File: config.mk
export PLATFORM = sky130hd
export DESIGN_NAME = usb4_block_aligner
export DESIGN_NICKNAME = d
export VERILOG_FILES = /design/src/rtl/usb4_pcs_pkg.sv /design/src/rtl/usb4_block_collector.sv /design/src/rtl/usb4_block_aligner.sv
export SDC_FILE = /design/constraint.sdc
export NUM_CORES = 1
export LEC_CHECK = 0
export ABC_AREA = 1
export ABC_CLOCK_PERIOD_IN_PS = 13600
export BUFFER_PORTS_ARGS = -buffer_cell sky130_fd_sc_hd__buf_4
export CAP_MARGIN = 20
export CORE_MARGIN = 1.5
export CORE_UTILIZATION = 35
export CTS_CLUSTER_SIZE = 10
export DETAILED_ROUTE_END_ITERATION = 16
export GPL_ROUTABILITY_DRIVEN = 0
export GPL_TIMING_DRIVEN = 0
export PLACE_DENSITY = 0.63
export SETUP_SLACK_MARGIN = 0.1
export SLEW_MARGIN = 20
export SYNTH_ARGS = -nofsm -noshare
export SYNTH_HDL_FRONTEND = slang
export SYNTH_SLANG_ARGS = --single-unit
File: constraint.sdc
create_clock -name clk -period 13.6 [get_ports clk]
set_input_delay 1.36 -clock clk [delete_from_list [all_inputs] [get_ports clk]]
set_output_delay 1.36 -clock clk [all_outputs]
set_load 0.02 [all_outputs]
File: src/rtl/usb4_pcs_pkg.sv
// Shared constants and types for the USB4 receive PCS block path.
// Block layout: 2-bit sync header followed by a 64-bit payload.
package usb4_pcs_pkg;
  localparam int BLOCK_W   = 66;
  localparam int PAYLOAD_W = 64;
  localparam logic [1:0] HDR_DATA = 2'b10;
  localparam logic [1:0] HDR_CTRL = 2'b01;

  typedef enum logic [1:0] {SEARCH, VERIFY, LOCKED} align_state_t;

  function automatic logic hdr_valid(input logic [1:0] hdr);
    return (hdr == HDR_DATA) || (hdr == HDR_CTRL);
  endfunction
endpackage

File: src/rtl/usb4_block_collector.sv
// Assembles 66-bit blocks from the serial stream; supports a one-bit slip
// by discarding the next accepted bit after a slip request.
module usb4_block_collector
  import usb4_pcs_pkg::*;
(
  input  logic               clk,
  input  logic               rst,
  input  logic               bit_in,
  input  logic               bit_valid,
  input  logic               clear,
  input  logic               slip,
  output logic               blk_done,
  output logic [BLOCK_W-1:0] blk
);
  logic [BLOCK_W-1:0] shift_reg;
  logic [6:0]         bit_cnt_reg;
  logic               discard_reg;
  logic               accept;

  assign accept   = bit_valid && !clear && !discard_reg;
  assign blk_done = accept && (bit_cnt_reg == 7'(BLOCK_W - 1));
  // Right shift: the first accepted bit of a block ends up in blk[0].
  assign blk      = {bit_in, shift_reg[BLOCK_W-1:1]};

  always_ff @(posedge clk or posedge rst) begin
    if (rst) begin
      shift_reg   <= '0;
      bit_cnt_reg <= '0;
      discard_reg <= 1'b0;
    end else if (clear) begin
      shift_reg   <= '0;
      bit_cnt_reg <= '0;
      discard_reg <= 1'b0;
    end else if (bit_valid) begin
      if (discard_reg) begin
        discard_reg <= 1'b0;
      end else begin
        shift_reg   <= blk;
        bit_cnt_reg <= blk_done ? 7'd0 : bit_cnt_reg + 7'd1;
      end
      if (slip) discard_reg <= 1'b1;
    end
  end
endmodule

File: src/rtl/usb4_block_aligner.sv
// Block lock acquisition/maintenance over the descrambled bit stream;
// emits locked payload words tagged data/control.
module usb4_block_aligner
  import usb4_pcs_pkg::*;
#(
  parameter int LOCK_CNT  = 64,
  parameter int WINDOW    = 64,
  parameter int BAD_LIMIT = 16
) (
  input  logic                 clk,
  input  logic                 rst,
  input  logic                 bit_in,
  input  logic                 bit_valid,
  input  logic                 lane_rst,
  output logic [PAYLOAD_W-1:0] block_data,
  output logic                 block_is_ctrl,
  output logic                 block_valid,
  output logic                 block_lock,
  output logic                 slip_pulse
);
  logic               blk_done;
  logic [BLOCK_W-1:0] blk;
  logic [1:0]         hdr;
  logic               hdr_ok;

  align_state_t state_reg, state_next;
  logic [7:0]   good_cnt_reg, good_cnt_next;
  logic [7:0]   win_cnt_reg, win_cnt_next;
  logic [7:0]   bad_cnt_reg, bad_cnt_next;
  logic         slip_take, emit;

  logic [PAYLOAD_W-1:0] block_data_reg;
  logic                 block_is_ctrl_reg, block_valid_reg, slip_pulse_reg;

  usb4_block_collector u_collector (
    .clk       (clk),
    .rst       (rst),
    .bit_in    (bit_in),
    .bit_valid (bit_valid),
    .clear     (lane_rst),
    .slip      (slip_take),
    .blk_done  (blk_done),
    .blk       (blk)
  );

  assign hdr    = blk[1:0];
  assign hdr_ok = hdr_valid(hdr);

  always_comb begin
    state_next    = state_reg;
    good_cnt_next = good_cnt_reg;
    win_cnt_next  = win_cnt_reg;
    bad_cnt_next  = bad_cnt_reg;
    slip_take     = 1'b0;
    if (blk_done) begin
      case (state_reg)
        SEARCH: begin
          if (hdr_ok) begin
            state_next    = VERIFY;
            good_cnt_next = 8'd1;
          end else begin
            slip_take = 1'b1;
          end
        end
        VERIFY: begin
          if (hdr_ok) begin
            good_cnt_next = good_cnt_reg + 8'd1;
            if (good_cnt_next == 8'(LOCK_CNT)) begin
              state_next   = LOCKED;
              win_cnt_next = 8'd0;
              bad_cnt_next = 8'd0;
            end
          end else begin
            state_next    = SEARCH;
            good_cnt_next = 8'd0;
            slip_take     = 1'b1;
          end
        end
        LOCKED: begin
          win_cnt_next = win_cnt_reg + 8'd1;
          bad_cnt_next = bad_cnt_reg + {7'd0, !hdr_ok};
          // Loss of lock wins over a window closing on the same block.
          if (bad_cnt_next == 8'(BAD_LIMIT)) begin
            state_next    = SEARCH;
            good_cnt_next = 8'd0;
            win_cnt_next  = 8'd0;
            bad_cnt_next  = 8'd0;
            slip_take     = 1'b1;
          end else if (win_cnt_next == 8'(WINDOW)) begin
            win_cnt_next = 8'd0;
            bad_cnt_next = 8'd0;
          end
        end
        default: state_next = SEARCH;
      endcase
    end
  end

  assign emit = blk_done && hdr_ok && (state_next == LOCKED);

  always_ff @(posedge clk or posedge rst) begin
    if (rst) begin
      state_reg         <= SEARCH;
      good_cnt_reg      <= '0;
      win_cnt_reg       <= '0;
      bad_cnt_reg       <= '0;
      block_data_reg    <= '0;
      block_is_ctrl_reg <= 1'b0;
      block_valid_reg   <= 1'b0;
      slip_pulse_reg    <= 1'b0;
    end else if (lane_rst) begin
      // Realign keeps the last payload word on the bus.
      state_reg         <= SEARCH;
      good_cnt_reg      <= '0;
      win_cnt_reg       <= '0;
      bad_cnt_reg       <= '0;
      block_is_ctrl_reg <= 1'b0;
      block_valid_reg   <= 1'b0;
      slip_pulse_reg    <= 1'b0;
    end else begin
      state_reg       <= state_next;
      good_cnt_reg    <= good_cnt_next;
      win_cnt_reg     <= win_cnt_next;
      bad_cnt_reg     <= bad_cnt_next;
      block_valid_reg <= emit;
      slip_pulse_reg  <= slip_take;
      if (emit) begin
        block_data_reg    <= blk[BLOCK_W-1:2];
        block_is_ctrl_reg <= (hdr == HDR_CTRL);
      end
    end
  end

  assign block_data    = block_data_reg;
  assign block_is_ctrl = block_is_ctrl_reg;
  assign block_valid   = block_valid_reg;
  assign slip_pulse    = slip_pulse_reg;
  assign block_lock    = (state_reg == LOCKED);
endmodule

==> flow_summary.rst, run 1 <==
.. list-table::
   :header-rows: 1

   * - Metric
     - Value
   * - Register bit count reported by yosys
     - roughly 170
   * - Depth of the CTS H-tree
     - 4
   * - Largest fanout of any net on the critical path
     - 10
   * - Critical path's largest stage delay
     - between 300 and 400 ps
   * - Worst EP arrival
     - 3530 ps
   * - Share of final-layout standard cells stronger than drive strength 1
     - 15.3%
   * - Final Net Count
     - about 920
   * - Die height
     - ~150 um
   * - Post-cts repair resize count
     - 0
   * - Master of the slowest instance on the critical path
     - sky130_fd_sc_hd__dfrtp_1
   * - Number of port buffers
     - ~70
   * - Number of antenna violations at the first check in global routing
     - 0
   * - Post-synth EDFFs
     - 0
   * - Final count of pins violating max slew
     - 0
   * - Final worst path period share
     - a little under a quarter
   * - Sequential cell area fraction in the yosys report
     - 57.0%
   * - Clock Sinks
     - 166
   * - Most common cell after layout, fill and taps aside
     - sky130_fd_sc_hd__nand2_1
   * - Average detailed-routed wire length per instance
     - between 10 and 15 um
   * - Number of global-route vias before repair
     - roughly 5700
   * - Initial core utilization
     - between 30 and 40%
   * - Worst vdd ir
     - 0.0752 mV
   * - Post-synthesis net count
     - between 800 and 900
   * - Iteration-0 DRC Markers
     - ~330
   * - Max cap viols
     - 0
   * - Remaining max-slew budget at the tightest pin
     - a little over half
   * - Final number of hold-violating endpoints
     - 0
   * - Cell area power density
     - approximately 120 nW/um^2
   * - Final HPWL from detailed placement
     - around 11000 um
   * - Area of the multi-input gates
     - 2470 sq um
   * - Width of the die
     - ~150 um
   * - Worst Tran Pin Value
     - ~700 ps
   * - Core area
     - around 20000 sq um
   * - Count of standard-cell rows
     - 52
   * - Status
     - completed
   * - Final worst path period need
     - around 3200 ps
   * - Clock insertion delay at the later pin of the skew report
     - about 430 ps
   * - Most numerous cell on the critical path
     - sky130_fd_sc_hd__nand2_1
   * - Dominant register cell in the synthesized netlist
     - sky130_fd_sc_hd__dfrtp_1
   * - Post-route DRC violation count
     - 0
   * - Aggregate negative setup slack
     - 0 ps
   * - Cell at the root of the clock tree
     - sky130_fd_sc_hd__clkbuf_16
   * - CTS tree
     - yes
   * - FILL cells
     - ~2000
   * - Leakage power of the design
     - ~4.3 nW
   * - Post-CTS repair timing setup buffer count
     - 0
   * - Post-synthesis to final-layout area growth
     - 21.1%
   * - Highest clock frequency the design can meet
     - approximately 320 MHz
   * - Type of the tightest min-delay check
     - reg2reg
   * - Startpoint type of the worst setup path
     - flip-flop
   * - Quantity of hold-fixing buffers added after cts
     - 0
   * - Count of TritonRoute iterations in the first routing pass
     - 5
   * - Count of warnings emitted by yosys
     - 0
   * - Library cells used by synthesis
     - 31
   * - DRT Wirelength
     - ~16000 um
   * - Summed instance area of the synthesized netlist
     - around 7300 sq um
   * - Clock slew seen by the registers of the worst setup and hold paths
     - 70 ps
   * - Crit path kind
     - reg2reg
   * - Number of antenna diodes
     - 0
   * - Cell count after synthesis
     - around 800
   * - Antenna Nets Post-Route
     - 0
   * - Io pins
     - 73
   * - Clock buffer depth
     - 2
   * - Final setup violation count
     - 0
   * - Critical Path Sink Type
     - flip-flop
   * - Flip-flop and latch area
     - 4150 sq um
   * - Critical path, cell by cell
     - inv_1 -> ha_1 -> ha_1 -> ha_1 -> or2_2 -> nor2_1 -> nand3_1 -> nor2_1 -> nand2_1 -> nand2_1 -> nand3b_1 -> nand2_1 -> buf_4 -> buf_2 -> nand4_1 -> nand2_1
   * - Commonest non-fill, non-tap cells in the layout
     - sky130_fd_sc_hd__nand2_1, sky130_fd_sc_hd__dfrtp_1, sky130_fd_sc_hd__inv_1, sky130_fd_sc_hd__buf_4, sky130_fd_sc_hd__nand4_1
   * - Unrepaired setup endpoints after global routing
     - no
   * - Global-route total usage across every layer
     - 15.7%
   * - Final setup skew
     - between 8 and 9 ps
   * - Internal reg-to-reg setup slack
     - between 10000 and 15000 ps
   * - Total number of vias
     - slightly below 6000
   * - Number of flip-flops in the largest register
     - 65
   * - Largest net degree at the start of global routing
     - roughly 100
   * - CTS buffer count
     - 17
   * - Async set or reset register ratio after synthesis
     - between 90% and 100%
   * - Area of the die
     - 21700 sq um
   * - Required time of the worst setup path
     - ~14000 ps
   * - Post-synthesis area per instance
     - 8.99 sq um
   * - Global-route wire length before repair
     - 27400 um
   * - Avg Vias per Cell
     - roughly 5
   * - Utilization after layout
     - between 40% and 50%
   * - Remaining global-route overflow
     - 0
routing by layer:
metal / GRT usage (%) / wire length (um)
met1: 21.0 / 7810
met2: 25.7 / 7850
met3: 3.29 / 438
met4: 4.55 / 161
met5: 0 / 0
worst max-delay path, delay by kind of cell, from the launching register on:
family                     cells  cell delay [ps]
adders and majority gates      3              900
DFF                            1              360
buffers and inverters          3              600
and+or+nand+nor               10             1260
metrics by stage:
| step | instance area [sq um] | power (mW) | hold WS [ps] | instances | setup slack [ps] |
|---|---|---|---|---|---|
| final | 8820 | 1.03 | 472 | 1185 | 10440 |
| after global routing | 8820 | 1.07 | 492 | 1185 | 10160 |
| after CTS | 8820 | 1.04 | 476 | 1185 | 10420 |
| after detailed placement | 8200 | 0.534 | 460 | 1153 | 10240 |
| after global placement | 8160 | 0.533 | 458 | 1152 | 5740 |
| after floorplan | 7280 | 0.524 | 456 | 810 | 7750 |
area by class of cell:
class	count	share of cell area, %
timing repair buffer	73	6.44
clock inverter	12	1.86
clock buffer	20	5.18
inverter	113	4.90
multi-input combinational	485	28.0
sequential	166	47.1
buffer	46	2.72
tap	270	3.83
cell families after synthesis:
group           share of synthesized area [%]
flops                                    57.0
xor+xnor                                0.721
fa+ha+maj                                1.89
simple gates                             22.0
buf+inv                                  9.12
compound gates                           9.10
mux                                     0.137
path summary, 6_finish.rpt:
check | start | end | depth (start not counted)
min in group asynchronous | rst | slip_pulse | 2
max | u_collector.shift_reg[2] | block_data[37] | 16
min reg2reg | block_data[60] | block_data[60] | 2
max in group asynchronous | rst | u_collector.shift_reg[64] | 3
max reg2reg | u_collector.shift_reg[2] | block_data[37] | 16
min | block_data[60] | block_data[60] | 2
cell usage after synthesis (4+ instances only):
| master | instances | area, sq um |
|---|---|---|
| sky130_fd_sc_hd__clkbuf_1 | 18 | 67.6 |
| sky130_fd_sc_hd__buf_6 | 4 | 45.0 |
| sky130_fd_sc_hd__o22ai_1 | 65 | 407 |
| sky130_fd_sc_hd__nand4_1 | 73 | 457 |
| sky130_fd_sc_hd__buf_2 | 15 | 75.1 |
| sky130_fd_sc_hd__o21ai_0 | 16 | 80.1 |
| sky130_fd_sc_hd__dfrtp_1 | 166 | 4150 |
| sky130_fd_sc_hd__ha_1 | 11 | 138 |
| sky130_fd_sc_hd__nand2_1 | 206 | 773 |
| sky130_fd_sc_hd__o21ai_1 | 9 | 45.0 |
| sky130_fd_sc_hd__a21oi_1 | 13 | 65.1 |
| sky130_fd_sc_hd__buf_1 | 4 | 15.0 |
| sky130_fd_sc_hd__xor2_1 | 6 | 52.6 |
| sky130_fd_sc_hd__o31ai_1 | 5 | 37.5 |
| sky130_fd_sc_hd__nor3_1 | 7 | 35.0 |
| sky130_fd_sc_hd__nor2_1 | 30 | 113 |
| sky130_fd_sc_hd__buf_4 | 5 | 37.5 |
| sky130_fd_sc_hd__nand3_1 | 26 | 130 |
| sky130_fd_sc_hd__inv_1 | 110 | 413 |
power by group:
part           switching [mW]  internal, mW
Clock                   0.207         0.302
Combinational          0.0217       0.00548
Sequential            0.00123         0.495
Total                   0.230         0.802
No activity file was read; power rests on OpenSTA's default activity.
==> inputs of run 2 (changes only) <==
ABC_AREA = 0   (was 1)
ABC_CLOCK_PERIOD_IN_PS = 3000   (was 13600)
clock period = 3 ns   (was 13.6 ns; I/O delays follow)
==> flow_summary.rst, run 2 <==
.. list-table::
   :header-rows: 1

   * - Metric
     - Value
   * - CTS tree
     - yes (unchanged)
   * - Final setup skew
     - 10.2 ps (was 8.61 ps)
   * - Async set or reset register ratio after synthesis
     - 100% (unchanged)
   * - Initial core utilization
     - 36.0% (was 35.9%)
   * - Number of global-route vias before repair
     - 4783 (was 5717)
   * - Depth of the CTS H-tree
     - 4 (unchanged)
   * - Violated checks
     - negative setup slack
   * - Most used standard cell by instance count after synthesis
     - sky130_fd_sc_hd__dfrtp_1 (was sky130_fd_sc_hd__nand2_1)
   * - Global-route wire length before repair
     - 24400 um (was 27400 um)
   * - Remaining max-slew budget at the tightest pin
     - 58.6% (was 53.6%)
   * - Count of warnings emitted by yosys
     - 0 (unchanged)
   * - Width of the die
     - 145 um (was 147 um)
   * - Worst r2r dst
     - block_data[22] (was block_data[37])
   * - Critical path, cell by cell
     - inv_2 -> ha_4 -> ha_4 -> ha_4 -> xor2_1 -> nor4b_2 -> mux2i_2 -> o31ai_2 -> buf_4 -> nand3_2 -> and3_4 -> buf_12 -> buf_12 -> mux2_4 (was inv_1 -> ha_1 -> ha_1 -> ha_1 -> or2_2 -> nor2_1 -> nand3_1 -> nor2_1 -> nand2_1 -> nand2_1 -> nand3b_1 -> nand2_1 -> buf_4 -> buf_2 -> nand4_1 -> nand2_1)
   * - Crit path kind
     - reg2reg (unchanged)
   * - Area of the die
     - 21100 sq um (was 21700 sq um)
   * - Clock share of power
     - 48.0% (was 49.3%)
   * - Count of standard-cell rows
     - 51 (was 52)
   * - Number of antenna violations at the first check in global routing
     - 0 (unchanged)
   * - Worst reg2reg path startpoint
     - u_collector.shift_reg[2] (unchanged)
   * - Leading post-synthesis cells by instance count
     - sky130_fd_sc_hd__dfrtp_1, sky130_fd_sc_hd__a22o_1, sky130_fd_sc_hd__mux2_4 (was sky130_fd_sc_hd__nand2_1, sky130_fd_sc_hd__dfrtp_1, sky130_fd_sc_hd__inv_1)
   * - Global-route total usage across every layer
     - 14.3% (was 15.7%)
   * - Summed instance area of the synthesized netlist
     - 7070 sq um (was 7280 sq um)
   * - Worst Hold Depth
     - 2 (unchanged)
   * - Cell at the root of the clock tree
     - sky130_fd_sc_hd__clkbuf_16 (unchanged)
   * - Post-synthesis area per instance
     - 13.6 sq um (was 8.99 sq um)
   * - Highest clock frequency the design can meet
     - 332 MHz (was 316 MHz)
   * - Area contributors post-synth
     - sky130_fd_sc_hd__dfrtp_1, sky130_fd_sc_hd__a22o_1, sky130_fd_sc_hd__mux2_4, sky130_fd_sc_hd__mux2_2, sky130_fd_sc_hd__ha_1 (was sky130_fd_sc_hd__dfrtp_1, sky130_fd_sc_hd__nand2_1, sky130_fd_sc_hd__nand4_1, sky130_fd_sc_hd__inv_1, sky130_fd_sc_hd__o22ai_1)
   * - Count of TritonRoute iterations in the first routing pass
     - 4 (was 5)
   * - Worst EP arrival
     - 3330 ps (was 3530 ps)
   * - Sequential cell fraction of total power
     - 49.2% (was 48.1%)
   * - CTS buffer count
     - 17 (unchanged)
   * - Dominant register cell in the synthesized netlist
     - sky130_fd_sc_hd__dfrtp_1 (unchanged)
   * - Most common cell after layout, fill and taps aside
     - sky130_fd_sc_hd__dfrtp_1 (was sky130_fd_sc_hd__nand2_1)
   * - Post-synthesis net count
     - 534 (was 826)
   * - Sequential cell area fraction in the yosys report
     - 58.8% (was 57.0%)
   * - Post-synthesis to final-layout area growth
     - 27.1% (was 21.1%)
   * - Number of flip-flops in the largest register
     - 65 (unchanged)
   * - Relative contribution of combinational cells to total power
     - 2.8% (was 2.6%)
   * - Delay-heaviest family, CP
     - simple AND/OR/NAND/NOR gates (unchanged)
   * - Power, Total
     - 4.57 mW (was 1.03 mW)
   * - Max cap viols
     - 0 (unchanged)
   * - Largest net degree at the start of global routing
     - 37 (was 102)
   * - Number of placed instances, taps included
     - 860 (was 1153)
   * - Cell area power density
     - 509 nW/um^2 (was 117 nW/um^2)
   * - Master of the slowest instance on the critical path
     - sky130_fd_sc_hd__dfrtp_1 (unchanged)
   * - Startpoint of the lowest-slack hold path
     - bit_in (was block_data[60])
   * - Switching Power
     - 1.05 mW (was 0.230 mW)
   * - Avg Vias per Cell
     - 5.14 (was 4.88)
   * - Largest fanout of any net on the critical path
     - 10 (unchanged)
   * - Final number of hold-violating endpoints
     - 0 (unchanged)
   * - Type of the tightest min-delay check
     - in2reg (was reg2reg)
   * - FILL cells
     - 1768 (was 2033)
   * - DRT Wirelength
     - 14900 um (was 16300 um)
   * - Cell internal power dissipation
     - 3.53 mW (was 0.802 mW)
   * - Final setup violation count
     - 39 (was 0)
   * - Critical Path Sink Type
     - flip-flop (unchanged)
   * - Placed Instance Area
     - 8080 sq um (was 8200 sq um)
   * - Internal reg-to-reg setup slack
     - -10 ps (was 10440 ps)
   * - Critical path's largest stage delay
     - 390 ps (was 360 ps)
   * - Remaining global-route overflow
     - 0 (unchanged)
   * - Core area
     - 19700 sq um (was 20300 sq um)
   * - Area of the multi-input gates
     - 2850 sq um (was 2470 sq um)
   * - Most numerous cell on the critical path
     - sky130_fd_sc_hd__ha_4 (was sky130_fd_sc_hd__nand2_1)
   * - Path depth of the worst reg2reg path
     - 14 (was 16)
   * - Startpoint type of the worst setup path
     - flip-flop (unchanged)
   * - Worst hold path endpoint
     - u_collector.shift_reg[65] (was block_data[60])
   * - Required time of the worst setup path
     - 3310 ps (was 13960 ps)
   * - Crit path buf inv count
     - 4 (was 3)
   * - Proportion of netlist area held by the largest area contributor
     - 58.8% (was 57.0%)
   * - Cell count after synthesis
     - 518 (was 810)
   * - Final Net Count
     - 646 (was 918)
   * - Final count of pins violating max slew
     - 0 (unchanged)
   * - Post-route DRC violation count
     - 0 (unchanged)
   * - Fraction of power spent switching nets
     - 22.9% (was 22.2%)
   * - Worst Tran Pin Value
     - 621 ps (was 697 ps)
   * - Clock buffer depth
     - 2 (unchanged)
   * - Register bit count reported by yosys
     - 166 (unchanged)
   * - Flip-flop and latch area
     - 4150 sq um (unchanged)
   * - Number of port buffers
     - 72 (unchanged)
   * - Total number of vias
     - 4665 (was 5778)
   * - Library cells used by synthesis
     - 54 (was 31)
   * - Die height
     - 145 um (was 147 um)
   * - Post-synth EDFFs
     - 0 (unchanged)
   * - Antenna Nets Post-Route
     - 0 (unchanged)
   * - Non-Filler Cell Area, Final
     - 8980 sq um (was 8820 sq um)
   * - Commonest non-fill, non-tap cells in the layout
     - sky130_fd_sc_hd__dfrtp_1, sky130_fd_sc_hd__buf_4, sky130_fd_sc_hd__a22o_1, sky130_fd_sc_hd__mux2_4, sky130_fd_sc_hd__mux2_2 (was sky130_fd_sc_hd__nand2_1, sky130_fd_sc_hd__dfrtp_1, sky130_fd_sc_hd__inv_1, sky130_fd_sc_hd__buf_4, sky130_fd_sc_hd__nand4_1)
   * - Aggregate negative setup slack
     - -289 ps (was 0 ps)
   * - Unrepaired setup endpoints after global routing
     - yes (was no)
   * - Final worst path period need
     - 3010 ps (was 3160 ps)
   * - Leakage power of the design
     - 4.26 nW (was 4.34 nW)
   * - Worst vdd ir
     - 0.398 mV (was 0.0752 mV)
   * - Clock Sinks
     - 166 (unchanged)
   * - Final HPWL from detailed placement
     - 9900 um (was 10900 um)
   * - Critical path depth in cells
     - 14 (was 16)
   * - Share of final-layout standard cells stronger than drive strength 1
     - 37.6% (was 15.3%)
   * - Final worst path period share
     - 100% (was 23.2%)
   * - Clock slew seen by the registers of the worst setup and hold paths
     - 60 ps (was 70 ps)
   * - Average detailed-routed wire length per instance
     - 16.4 um (was 13.7 um)
   * - Number of antenna diodes
     - 0 (unchanged)
   * - Setup WS post-layout
     - -13.9 ps (was 10440 ps)
   * - Status
     - complete, but fails checks (was completed)
   * - Clock insertion delay at the later pin of the skew report
     - 430 ps (about the same)
   * - Io pins
     - 73 (unchanged)
   * - Final non-filler cell total
     - 908 (was 1185)
   * - Cell accounting for the most synthesized area
     - sky130_fd_sc_hd__dfrtp_1 (unchanged)
   * - Iteration-0 DRC Markers
     - 217 (was 333)
==> run 2: cell count changes after synthesis, sizes merged, moves of 18 or more <==
cell | before | now
buf | 28 | 10
o22ai | 65 | 1
nor2 | 33 | 9
mux2 | 0 | 66
nand4 | 73 | 3
inv | 113 | 8
a22o | 0 | 68
nand2 | 206 | 27
==> run 2: layer usage <==
| metal | wire length, um | track usage, % |
|---|---|---|
| met2 | 7070 | 22.1 |
| met1 | 6900 | 19.4 |
| met5 | 0 | 0 |
| met4 | 180 | 4.34 |
| met3 | 699 | 4.25 |
==> run 2: how the worst max path moves through the flow <==
stage                             startpoint             end  slack (ps)
global route        u_collector.shift_reg[2]  block_data[38]        -120
CTS                 u_collector.shift_reg[2]   block_data[6]          -3
detailed placement  u_collector.shift_reg[2]   block_data[9]        -160
global placement                         rst   block_is_ctrl        -250
finish              u_collector.shift_reg[2]  block_data[22]         -10
floorplan           u_collector.shift_reg[2]  block_data[10]         150
==> run 2: power by group through the flow <==
stage	clock, mW	combinational [mW]	sequential, mW
floorplan	0	0.0762	2.29
global placement	0	0.107	2.29
detailed placement	0	0.128	2.29
CTS	2.24	0.130	2.25
global route	2.33	0.146	2.25
finish	2.19	0.128	2.25
==> run 2: timing repair <==
| item | CTS | global route |
|---|---|---|
| hold buffers | 1 | 0 |
| cloned | 1 | 1 |
| hold endpoints to repair | 15 | 0 |
| gates resized for setup | 6 | 49 |
| pin swaps | 3 | 14 |
| endpoints found under the setup margin | 71 | 89 |
| buffers inserted | 6 | 7 |
==> run 2: area by class of cell <==
cell class | instances | area share, %
sequential | 166 | 46.2
multi-input combinational | 316 | 31.8
inverter | 8 | 0.376
tap | 265 | 3.69
clock inverter | 14 | 1.85
clock buffer | 18 | 4.78
timing repair buffer | 93 | 9.01
buffer | 28 | 2.30
==> run 2: cell families after synthesis <==
kind of cell / Yosys count / synth area share [%]
buffers and inverters: 36 / 3.15
xor gates and xnor gates: 8 / 1.10
adders and majority gates: 11 / 1.95
DFF: 166 / 58.8
and+or+nand+nor: 101 / 8.34
muxes: 68 / 12.9
AOI/OAI and AO/OA: 128 / 13.9
==> run 2: through the flow <==
stage	utilization (%)	hold slack (ps)	setup WS, ps
global placement	40.6	475	-251
finish	45.7	126	-13.9
CTS	44.7	108	-3.32
global route	45.7	116	-123
floorplan	-	436	152
detailed placement	41.1	303	-157
==> inputs of run 3 (changes only) <==
SYNTH_HIERARCHICAL = 1   (was not set)
==> flow_summary.rst, run 3 <==
.. list-table::
   :header-rows: 1

   * - Metric
     - Value
   * - Io pins
     - 73 (unchanged)
   * - Count of warnings emitted by yosys
     - 6 (was 0)
   * - Area of the die
     - 22500 sq um (was 21100 sq um)
   * - Summed instance area of the synthesized netlist
     - 7550 sq um (was 7070 sq um)
   * - Remaining global-route overflow
     - 0 (unchanged)
   * - Cell accounting for the most synthesized area
     - sky130_fd_sc_hd__dfrtp_1 (unchanged)
   * - Share of final-layout standard cells stronger than drive strength 1
     - 29.2% (was 37.6%)
   * - Crit path buf inv count
     - 4 (unchanged)
   * - Die height
     - 150 um (was 145 um)
   * - Number of antenna diodes
     - 0 (unchanged)
   * - Master of the slowest instance on the critical path
     - sky130_fd_sc_hd__dfrtp_1 (unchanged)
   * - Critical Path Sink Type
     - flip-flop (unchanged)
   * - Global-route total usage across every layer
     - 15.0% (was 14.3%)
   * - Worst reg2reg path startpoint
     - u_collector/shift_reg[2] (was u_collector.shift_reg[2])
   * - Largest net degree at the start of global routing
     - 56 (was 37)
   * - Clock buffer depth
     - 2 (unchanged)
   * - CTS buffer count
     - 17 (unchanged)
   * - Required time of the worst setup path
     - 3300 ps (was 3310 ps)
   * - Depth of the CTS H-tree
     - 4 (unchanged)
   * - Proportion of netlist area held by the largest area contributor
     - 55.0% (was 58.8%)
   * - Leading post-synthesis cells by instance count
     - sky130_fd_sc_hd__nand2_1, sky130_fd_sc_hd__dfrtp_1, sky130_fd_sc_hd__a21oi_1 (was sky130_fd_sc_hd__dfrtp_1, sky130_fd_sc_hd__a22o_1, sky130_fd_sc_hd__mux2_4)
   * - DRT Wirelength
     - 16300 um (was 14900 um)
   * - Aggregate negative setup slack
     - 0 ps (was -289 ps)
   * - Number of port buffers
     - 72 (unchanged)
   * - Final Net Count
     - 842 (was 646)
   * - Path depth of the worst reg2reg path
     - 14 (unchanged)
   * - Cell internal power dissipation
     - 3.72 mW (was 3.53 mW)
   * - Most used standard cell by instance count after synthesis
     - sky130_fd_sc_hd__nand2_1 (was sky130_fd_sc_hd__dfrtp_1)
   * - Count of TritonRoute iterations in the first routing pass
     - 5 (was 4)
   * - Critical path depth in cells
     - 14 (unchanged)
   * - Worst vdd ir
     - 0.406 mV (was 0.398 mV)
   * - Number of flip-flops in the largest register
     - 65 (unchanged)
   * - Flip-flop and latch area
     - 4150 sq um (unchanged)
   * - Sequential cell area fraction in the yosys report
     - 55.0% (was 58.8%)
   * - Clock Sinks
     - 166 (unchanged)
   * - Post-synth EDFFs
     - 0 (unchanged)
   * - Area of the multi-input gates
     - 3240 sq um (was 2850 sq um)
   * - Initial core utilization
     - 35.8% (was 36.0%)
   * - Worst r2r dst
     - block_data[63] (was block_data[22])
   * - Leakage power of the design
     - 4.56 nW (was 4.26 nW)
   * - Internal reg-to-reg setup slack
     - 2 ps (was -10 ps)
   * - Final setup violation count
     - 0 (was 39)
   * - Number of antenna violations at the first check in global routing
     - 0 (unchanged)
   * - Cell at the root of the clock tree
     - sky130_fd_sc_hd__clkbuf_16 (unchanged)
   * - Largest fanout of any net on the critical path
     - 6 (was 10)
   * - Worst EP arrival
     - 3300 ps (was 3330 ps)
   * - Relative contribution of combinational cells to total power
     - 3.2% (was 2.8%)
   * - Average detailed-routed wire length per instance
     - 14.6 um (was 16.4 um)
   * - Fraction of power spent switching nets
     - 21.1% (was 22.9%)
   * - Clock slew seen by the registers of the worst setup and hold paths
     - 60 ps (about the same)
   * - Antenna Nets Post-Route
     - 0 (unchanged)
   * - Max cap viols
     - 0 (unchanged)
   * - Critical path's largest stage delay
     - 370 ps (was 390 ps)
   * - Area contributors post-synth
     - sky130_fd_sc_hd__dfrtp_1, sky130_fd_sc_hd__mux2_4, sky130_fd_sc_hd__nand2_1, sky130_fd_sc_hd__a21oi_1, sky130_fd_sc_hd__mux2_2 (was sky130_fd_sc_hd__dfrtp_1, sky130_fd_sc_hd__a22o_1, sky130_fd_sc_hd__mux2_4, sky130_fd_sc_hd__mux2_2, sky130_fd_sc_hd__ha_1)
   * - Avg Vias per Cell
     - 4.86 (was 5.14)
   * - Unrepaired setup endpoints after global routing
     - yes (unchanged)
   * - Post-synthesis to final-layout area growth
     - 27.9% (was 27.1%)
   * - Final HPWL from detailed placement
     - 10700 um (was 9900 um)
   * - Async set or reset register ratio after synthesis
     - 100% (unchanged)
   * - Crit path kind
     - reg2reg (unchanged)
   * - Register bit count reported by yosys
     - 166 (unchanged)
   * - Cell count after synthesis
     - 706 (was 518)
   * - Most common cell after layout, fill and taps aside
     - sky130_fd_sc_hd__nand2_1 (was sky130_fd_sc_hd__dfrtp_1)
   * - FILL cells
     - 1971 (was 1768)
   * - Status
     - completed (was complete, but fails checks)
   * - Type of the tightest min-delay check
     - in2reg (unchanged)
   * - Post-synthesis net count
     - 722 (was 534)
   * - Cell area power density
     - 488 nW/um^2 (was 509 nW/um^2)
   * - Post-synthesis area per instance
     - 10.7 sq um (was 13.6 sq um)
   * - CP Launch Point
     - u_collector/shift_reg[2] (was u_collector.shift_reg[2])
   * - Width of the die
     - 150 um (was 145 um)
   * - Remaining max-slew budget at the tightest pin
     - 54.6% (was 58.6%)
   * - Crit path to
     - block_data[63] (was block_data[22])
   * - Number of global-route vias before repair
     - 5286 (was 4783)
   * - Switching Power
     - 0.992 mW (was 1.05 mW)
   * - Startpoint type of the worst setup path
     - flip-flop (unchanged)
   * - Utilization after layout
     - 45.8% (was 45.7%)
   * - Library cells used by synthesis
     - 52 (was 54)
   * - Most numerous cell on the critical path
     - sky130_fd_sc_hd__ha_4 (unchanged)
   * - Clock share of power
     - 49.1% (was 48.0%)
   * - Commonest non-fill, non-tap cells in the layout
     - sky130_fd_sc_hd__nand2_1, sky130_fd_sc_hd__dfrtp_1, sky130_fd_sc_hd__buf_4, sky130_fd_sc_hd__a21oi_1, sky130_fd_sc_hd__mux2_4 (was sky130_fd_sc_hd__dfrtp_1, sky130_fd_sc_hd__buf_4, sky130_fd_sc_hd__a22o_1, sky130_fd_sc_hd__mux2_4, sky130_fd_sc_hd__mux2_2)
   * - Sequential cell fraction of total power
     - 47.7% (was 49.2%)
   * - Highest clock frequency the design can meet
     - 334 MHz (was 332 MHz)
   * - Post-route DRC violation count
     - 0 (unchanged)
   * - Global-route wire length before repair
     - 26800 um (was 24400 um)
   * - Final number of hold-violating endpoints
     - 0 (unchanged)
   * - Core area
     - 21100 sq um (was 19700 sq um)
   * - Iteration-0 DRC Markers
     - 328 (was 217)
   * - Final setup skew
     - 13.0 ps (was 10.2 ps)
   * - Worst Tran Pin Value
     - 680 ps (was 621 ps)
   * - Count of standard-cell rows
     - 53 (was 51)
   * - Critical path, cell by cell
     - inv_2 -> ha_4 -> ha_4 -> ha_4 -> nand3_4 -> or2_4 -> a211oi_4 -> nor2_4 -> a21o_2 -> nand4_1 -> buf_6 -> buf_12 -> clkbuf_16 -> mux2_4 (was inv_2 -> ha_4 -> ha_4 -> ha_4 -> xor2_1 -> nor4b_2 -> mux2i_2 -> o31ai_2 -> buf_4 -> nand3_2 -> and3_4 -> buf_12 -> buf_12 -> mux2_4)
   * - Final worst path period share
     - 99.9% (was 100%)
   * - CTS tree
     - yes (unchanged)
   * - Clock insertion delay at the later pin of the skew report
     - 420 ps (was 430 ps)
   * - Delay-heaviest family, CP
     - adder cells (was simple AND/OR/NAND/NOR gates)
   * - Final worst path period need
     - 3000 ps (was 3010 ps)
   * - Final count of pins violating max slew
     - 0 (unchanged)
   * - Total number of vias
     - 5413 (was 4665)
   * - Dominant register cell in the synthesized netlist
     - sky130_fd_sc_hd__dfrtp_1 (unchanged)
==> run 3: final cells by class <==
cell class              instances  share of cell area, %
multi-input cells             481                   33.5
repair buffers                101                   9.54
well taps                     275                   3.56
plain buffers                  39                   2.94
flip-flops and latches        166                   43.0
clock inverters                11                   1.76
inverters                      20                  0.855
clock buffers                  21                   4.77
==> run 3: what timing repair did <==
action                                  4_1_cts  5_1_grt
endpoints found under the setup margin       75       75
gates resized for setup                      18       13
setup buffers                                18        3
pin swaps                                     8        5
gates cloned                                  3        2
endpoints found under the hold margin        62        0
hold buffers                                  1        0
==> run 3: worst min path at each step <==
| stage | from | to | slack, ps | cells after the start |
|---|---|---|---|---|
| 3_5_place_dp | rst | u_collector/shift_reg[37] | 290 | 2 |
| 3_3_place_gp | win_cnt_reg[7] | win_cnt_reg[7] | 480 | 2 |
| 2_1_floorplan | bit_in | u_collector/shift_reg[65] | 430 | 2 |
| 4_1_cts | bit_in | u_collector/shift_reg[65] | 160 | 3 |
| 6_report | bit_in | u_collector/shift_reg[65] | 180 | 3 |
| 5_1_grt | bit_in | u_collector/shift_reg[65] | 180 | 3 |
==> run 3: logic make-up (layout without fill, tap and decap cells) <==
group	after synthesis	after routing	synth area share, %
simple gates	256	256	15.1
flops	166	166	55.0
mux	66	66	12.2
compound gates	145	145	11.5
fa+ha+maj	11	11	1.82
xor+xnor	3	3	0.348
buf+inv	59	192	3.96
==> run 3: tightest hold or removal path, delay by kind of cell <==
kind                   cells  cell delay, ps
AOI/OAI and AO/OA          1              60
and+or+nand+nor            1              70
buffers and inverters      1             110
==> run 3: power by group through the flow <==
| stage | Combinational [mW] | Sequential (mW) | Clock [mW] |
|---|---|---|---|
| after global routing | 0.171 | 2.25 | 2.46 |
| after detailed placement | 0.152 | 2.29 | 0 |
| after floorplan | 0.0943 | 2.29 | 0 |
| after global placement | 0.140 | 2.29 | 0 |
| after CTS | 0.155 | 2.25 | 2.37 |
| final | 0.150 | 2.25 | 2.31 |
==> run 3: metal layers <==
| metal | global-route usage [%] | routed length, um |
|---|---|---|
| met1 | 20.4 | 7830 |
| met2 | 23.6 | 7670 |
| met3 | 3.26 | 590 |
| met4 | 5.00 | 172 |
| met5 | 0 | 0 |
==> run 3: through the flow <==
stage / total power, mW / setup slack, ps / instances / hold slack (ps) / cell area (sq um)
2_1_floorplan: 2.38 / 105 / 706 / 431 / 7640
3_3_place_gp: 2.43 / -1010 / 1053 / 484 / 8530
3_5_place_dp: 2.44 / -301 / 1055 / 294 / 8590
4_1_cts: 4.77 / 31.3 / 1109 / 158 / 9530
5_1_grt: 4.88 / -91.1 / 1114 / 182 / 9650
6_report: 4.71 / 2.25 / 1114 / 175 / 9650
